[src/rtl/control_sequencer.sv]
// rtl/control_sequencer.sv - hardwired fetch/execute control unit driving the DataPath control inputs
module control_sequencer #(
    parameter int MEM_TIMEOUT = 15,
    parameter int TMR_WIDTH   = 4
) (
    input  logic        clock,
    input  logic        clear,
    input  logic        run,
    input  logic        mem_ready,
    input  logic [31:0] ir,
    output logic        PCout,
    output logic        PCin,
    output logic        IncPC,
    output logic        MARin,
    output logic        Read,
    output logic        MDRin,
    output logic        MDRout,
    output logic        IRin,
    output logic        Yin,
    output logic        Zin,
    output logic        Zhighout,
    output logic        Zlowout,
    output logic        HIin,
    output logic        LOin,
    output logic [15:0] Rin,
    output logic [15:0] Rout,
    output logic [4:0]  alu_op,
    output logic [3:0]  state_out,
    output logic        instr_done,
    output logic        halted,
    output logic        illegal,
    output logic        bus_error
);

    typedef enum logic [3:0] {
        S_IDLE = 4'd0,
        S_T0   = 4'd1,
        S_T1   = 4'd2,
        S_W    = 4'd3,
        S_T2   = 4'd4,
        S_T3   = 4'd5,
        S_T4   = 4'd6,
        S_T5   = 4'd7,
        S_T6   = 4'd8,
        S_HALT = 4'd9
    } state_t;

    localparam logic [TMR_WIDTH-1:0] TIMEOUT_CNT = TMR_WIDTH'(MEM_TIMEOUT);

    state_t               state;
    state_t               state_next;
    logic [TMR_WIDTH-1:0] wait_cnt;
    logic                 cnt_load;
    logic                 cnt_inc;
    logic                 timeout_hit;

    logic [4:0]  opcode;
    logic [15:0] ra_oh;
    logic [15:0] rb_oh;
    logic [15:0] rc_oh;
    logic        is_rtype;
    logic        is_unary;
    logic        is_muldiv;
    logic        is_nop;
    logic        is_halt;
    logic        unused_ir;

    assign opcode    = ir[31:27];
    assign ra_oh     = 16'd1 << ir[26:23];
    assign rb_oh     = 16'd1 << ir[22:19];
    assign rc_oh     = 16'd1 << ir[18:15];
    assign unused_ir = ^ir[14:0];
    assign state_out = state;

    always_comb begin
        is_rtype  = 1'b0;
        is_unary  = 1'b0;
        is_muldiv = 1'b0;
        is_nop    = 1'b0;
        is_halt   = 1'b0;
        case (opcode)
            5'b00011, 5'b00100, 5'b00101, 5'b00110, 5'b00111,
            5'b01000, 5'b01001, 5'b01010, 5'b01011: is_rtype  = 1'b1;
            5'b10001, 5'b10010:                     is_unary  = 1'b1;
            5'b01111, 5'b10000:                     is_muldiv = 1'b1;
            5'b11010:                               is_nop    = 1'b1;
            5'b11011:                               is_halt   = 1'b1;
            default: ;
        endcase
    end

    always_ff @(posedge clock or posedge clear) begin
        if (clear) begin
            state <= S_IDLE;
        end else begin
            state <= state_next;
        end
    end

    always_ff @(posedge clock or posedge clear) begin
        if (clear) begin
            wait_cnt  <= '0;
            bus_error <= 1'b0;
        end else begin
            if (cnt_load) begin
                wait_cnt <= TMR_WIDTH'(1);
            end else if (cnt_inc) begin
                wait_cnt <= wait_cnt + TMR_WIDTH'(1);
            end
            if (timeout_hit) begin
                bus_error <= 1'b1;
            end
        end
    end

    always_comb begin
        state_next  = state;
        cnt_load    = 1'b0;
        cnt_inc     = 1'b0;
        timeout_hit = 1'b0;
        PCout       = 1'b0;
        PCin        = 1'b0;
        IncPC       = 1'b0;
        MARin       = 1'b0;
        Read        = 1'b0;
        MDRin       = 1'b0;
        MDRout      = 1'b0;
        IRin        = 1'b0;
        Yin         = 1'b0;
        Zin         = 1'b0;
        Zhighout    = 1'b0;
        Zlowout     = 1'b0;
        HIin        = 1'b0;
        LOin        = 1'b0;
        Rin         = '0;
        Rout        = '0;
        alu_op      = '0;
        instr_done  = 1'b0;
        halted      = 1'b0;
        illegal     = 1'b0;
        case (state)
            S_IDLE: begin
                if (run) state_next = S_T0;
            end
            S_T0: begin
                PCout      = 1'b1;
                MARin      = 1'b1;
                IncPC      = 1'b1;
                Zin        = 1'b1;
                state_next = S_T1;
            end
            S_T1: begin
                Zlowout = 1'b1;
                PCin    = 1'b1;
                Read    = 1'b1;
                MDRin   = 1'b1;
                if (mem_ready) begin
                    state_next = S_T2;
                end else begin
                    state_next = S_W;
                    cnt_load   = 1'b1;
                end
            end
            S_W: begin
                Read  = 1'b1;
                MDRin = 1'b1;
                // A late mem_ready still completes the fetch even on the timeout cycle
                if (mem_ready) begin
                    state_next = S_T2;
                end else if (wait_cnt == TIMEOUT_CNT) begin
                    state_next  = S_HALT;
                    timeout_hit = 1'b1;
                end else begin
                    cnt_inc = 1'b1;
                end
            end
            S_T2: begin
                MDRout     = 1'b1;
                IRin       = 1'b1;
                state_next = S_T3;
            end
            S_T3: begin
                if (is_rtype) begin
                    Rout       = rb_oh;
                    Yin        = 1'b1;
                    state_next = S_T4;
                end else if (is_unary) begin
                    Rout       = rb_oh;
                    alu_op     = opcode;
                    Zin        = 1'b1;
                    state_next = S_T4;
                end else if (is_muldiv) begin
                    Rout       = ra_oh;
                    Yin        = 1'b1;
                    state_next = S_T4;
                end else if (is_nop) begin
                    instr_done = 1'b1;
                    state_next = S_IDLE;
                end else if (is_halt) begin
                    instr_done = 1'b1;
                    state_next = S_HALT;
                end else begin
                    illegal    = 1'b1;
                    state_next = S_IDLE;
                end
            end
            S_T4: begin
                state_next = S_IDLE;
                if (is_rtype) begin
                    Rout       = rc_oh;
                    alu_op     = opcode;
                    Zin        = 1'b1;
                    state_next = S_T5;
                end else if (is_unary) begin
                    Zlowout    = 1'b1;
                    Rin        = ra_oh;
                    instr_done = 1'b1;
                end else if (is_muldiv) begin
                    Rout       = rb_oh;
                    alu_op     = opcode;
                    Zin        = 1'b1;
                    state_next = S_T5;
                end
            end
            S_T5: begin
                state_next = S_IDLE;
                if (is_rtype) begin
                    Zlowout    = 1'b1;
                    Rin        = ra_oh;
                    instr_done = 1'b1;
                end else if (is_muldiv) begin
                    Zlowout    = 1'b1;
                    LOin       = 1'b1;
                    state_next = S_T6;
                end
            end
            S_T6: begin
                Zhighout   = 1'b1;
                HIin       = 1'b1;
                instr_done = 1'b1;
                state_next = S_IDLE;
            end
            S_HALT: begin
                halted = 1'b1;
            end
            default: state_next = S_IDLE;
        endcase
    end

endmodule

[config.mk]
export PLATFORM = sky130hd
export DESIGN_NAME = control_sequencer
export DESIGN_NICKNAME = d
export VERILOG_FILES = /design/src/rtl/control_sequencer.sv
export SDC_FILE = /design/constraint.sdc
export NUM_CORES = 1
export LEC_CHECK = 0
export ABC_AREA = 1
export CORE_MARGIN = 2
export CORE_UTILIZATION = 41
export DETAILED_ROUTE_END_ITERATION = 8
export GPL_TIMING_DRIVEN = 0
export PLACE_DENSITY_LB_ADDON = 0.08
export SYNTH_ARGS = -nofsm -noshare
export SYNTH_HDL_FRONTEND = slang
export SYNTH_SLANG_ARGS = --single-unit
[constraint.sdc]
create_clock -name clock -period 2.4 [get_ports clock]
set_input_delay 0.72 -clock clock [delete_from_list [all_inputs] [get_ports clock]]
set_output_delay 0.72 -clock clock [all_outputs]
set_load 0.02 [all_outputs]
==> results.py <==
metrics = {
    "outcome": {
        "outcome": "finished with violations",
        "violations": "setup timing",
    },
    "detailed_routing": {
        "vias": 3100,
        "drt_iter0_drc": 274,
        "routedWlPerCell_um": 17.9,
        "vias_per_cell": 5.83,
        "first_pass_iters": 7,
        "drtAntennaViolNets": 0,
        "routed_wl_mm": 9.54,
        "drc": 0,
    },
    "timing": {
        "tightest_slew_ns": 0.365,
        "setup_violations": 43,
        "slew_viol_final": 0,
        "fin_crit_sh_pct": 114,
        "fin_skew_ns": 0.00563,
        "max_freq_mhz": 367,
        "rsz0062_at_grt": "true",
        "whs_ns": 0.483,
        "setup_ws_ns": -0.327,
        "finalHoldViolations": 0,
        "max_slew_margin_pct": 75.6,
        "setup_tns_ns": -8.65,
        "fin_crit_ns": 2.73,
    },
    "worst_setup_path": {
        "cp.arrival_ns": 2.01,
        "path_max_fanout": 4,
        "reg2reg_slack_ns": 0.77,
        "endpoint_kind": "output port",
        "cp_num_buf_inv": 6,
        "critPathTopFamily": "buffers and inverters",
        "crit_type": "primary input to output port",
        "critPathMaxStageDelay_ns": 0.17,
        "required_ns": 1.68,
        "path_cells": "buf_8 -> nor2_4 -> nand2_2 -> inv_2 -> nand2_4 -> inv_2 -> nand2_2 -> nand2_4 -> buf_12 -> clkinvlp_4 -> nor3_2 -> buf_4",
        "cp_slowest_cell": "buf_4",
        "cp-start-kind": "primary input",
    },
    "placement": {
        "gp_congestion": 0.857,
        "pre_cts_slack_ns": -1.24,
        "port_buffers": 77,
        "place_hpwl_mm": 4.82,
    },
    "layout": {
        "final_util_pct": 86.1,
        "multi_input_area_um2": 2010,
        "drive_gt1_share_pct": 53.5,
        "ff_latch_area_um2": 226,
        "fill_cells": 248,
        "antennaDiodeCount": 0,
        "nets": 518,
        "area_growth_pct": 99.5,
    },
    "cts": {
        "cts_tree": "built",
        "htree_levels": 1,
        "path_clk_slew_ns": 0.05,
        "numCtsBuffers": 3,
        "clockBufferDepth": 2,
        "cts-root-buf": "clkbuf_8",
        "clock_sinks": 9,
        "clock_latency_ns": 0.24,
    },
    "global_route": {
        "overflow": 0,
        "track_usage_pct": 30.4,
        "grt_pass1_wl_mm": 12.7,
        "antenna_found_initial": 0,
        "grt_pass1_vias": 2689,
        "grt_start_max_net_pins": 11,
    },
    "floorplanning": {
        "start_util_pct": 43.1,
        "die_area_um2": 5210,
        "fp-row-count": 24,
        "fp.dieH_um": 72.2,
        "fp.dieW_um": 72.2,
        "coreArea_um2": 4410,
        "ios": 95,
    },
    "power_and_ir_drop": {
        "power_density_nw_per_um2": 467,
        "ir_drop_mv": 0.576,
        "total_power_mw": 1.77,
        "power.leakage_nw": 1.97,
    },
    "hold_path": {
        "hp-class": "register to register",
    },
    "logic_synthesis": {
        "syn_inst": 369,
        "yosysUniqueCellTypes": 29,
        "synth_fp_nets": 406,
        "synth_area_per_cell_um2": 5.16,
        "synth_warnings": 0,
        "syn_area_um2": 1900,
        "yosysSeqAreaShare_pct": 11.8,
        "ys_ff_latch": 9,
    },
    "flow_run": {
        "max-cap-violations": 0,
    },
}
-- routing by layer --
metal	wire length (µm)	global-route usage (%)
met1	3620	39.0
met2	4580	51.1
met3	844	4.86
met4	489	11.7
met5	0	0
-- stage by stage --
step           area [µm²]  instances
2_1_floorplan        1970        369
3_3_place_gp         2800        498
3_5_place_dp         2800        498
4_1_cts              3480        527
5_1_grt              3800        532
6_report             3800        532
-- where the power goes --
| part | internal, mW | total, mW | leakage, nW | switching [mW] |
|---|---|---|---|---|
| Combinational | 0.506 | 1.29 | 1.83 | 0.782 |
| Sequential | 0.214 | 0.303 | 0.116 | 0.0897 |
| Clock | 0.116 | 0.180 | 0.0228 | 0.0639 |
| Total | 0.836 | 1.77 | 1.97 | 0.936 |
-- registers in the layout (all words and copies together) (netlist names) --
register,cells
bus_error,1
state_out,4
wait_cnt,4
-- area by class of cell --
type                            instances  area share, %
Clock buffer                            4           1.19
Inverter                               46           5.27
Multi-Input combinational cell        294           53.0
Timing Repair inverter                  1          0.198
Timing Repair Buffer                  106           27.8
Tap cell                               52           1.71
Buffer                                 20           4.87
Sequential cell                         9           5.96
-- cell families (layout without fill, tap and decap cells) --
| group | after synthesis | after routing | share of synthesized area, % |
|---|---|---|---|
| AOI/OAI and AO/OA | 27 | 27 | 7.82 |
| xor gates and xnor gates | 1 | 1 | 0.460 |
| adders and majority gates | 1 | 1 | 0.657 |
| buffers and inverters | 66 | 177 | 16.0 |
| DFF | 9 | 9 | 11.8 |
| and+or+nand+nor | 265 | 265 | 63.3 |
-- placed cells by master (no fill, tap or decap), drive strengths merged --
master         netlist  routed
xor2                 1       1
nand2              136     136
clkinvlp             0       1
buf                 16      96
clkbuf               4      11
o21bai               2       2
dlymetal6s2s         0       1
nand4                2       2
dfrtp                9       9
clkdlybuf4s15        0       6
ha                   1       1
inv                 46      45
nor3                30      30
clkinv               0       1
clkdlybuf4s50        0       8
nand3               52      52
or2                  1       1
a21boi               2       2
nand3b               1       1
o41ai                1       1
dlygate4sd2          0       8
a21oi                2       2
o21ai               20      20
nor4                 1       1
nor2                42      42
-- timing repair --
action / 4_1_cts / 5_1_grt
setup endpoints to repair: 54 / 47
gates cloned: 7 / 0
hold endpoints to repair: 0 / 0
setup buffers: 19 / 7
resized for setup: 432 / 107
pin swaps: 33 / 35
hold buffers: 0 / 0
-- worst paths after layout --
path,cells past startpoint,endpoint,start
max reg2reg,10,state_out[0],state_out[3]
min in group asynchronous,2,bus_error,clear
min,1,bus_error,bus_error
max in group asynchronous,2,state_out[0],clear
max,12,Rin[12],ir[29]
min reg2reg,1,bus_error,bus_error
-- cells in the mapped netlist, drive strengths merged --
library cell  count  share of area (%)
nand2           136                 28
nor2             42                8.7
nand3b            1               0.39
o21bai            2               0.79
nor4              1               0.33
o21ai            20                5.3
nand4             2               0.66
a21boi            2               0.79
or2               1               0.33
buf              16                6.1
dfrtp             9                 12
ha                1               0.66
a21oi             2               0.53
o41ai             1               0.46
xor2              1               0.46
nor3             30                 11
clkbuf            4               0.79
nand3            52                 14
inv              46                9.1
No activity file was read; power rests on OpenSTA's default activity.
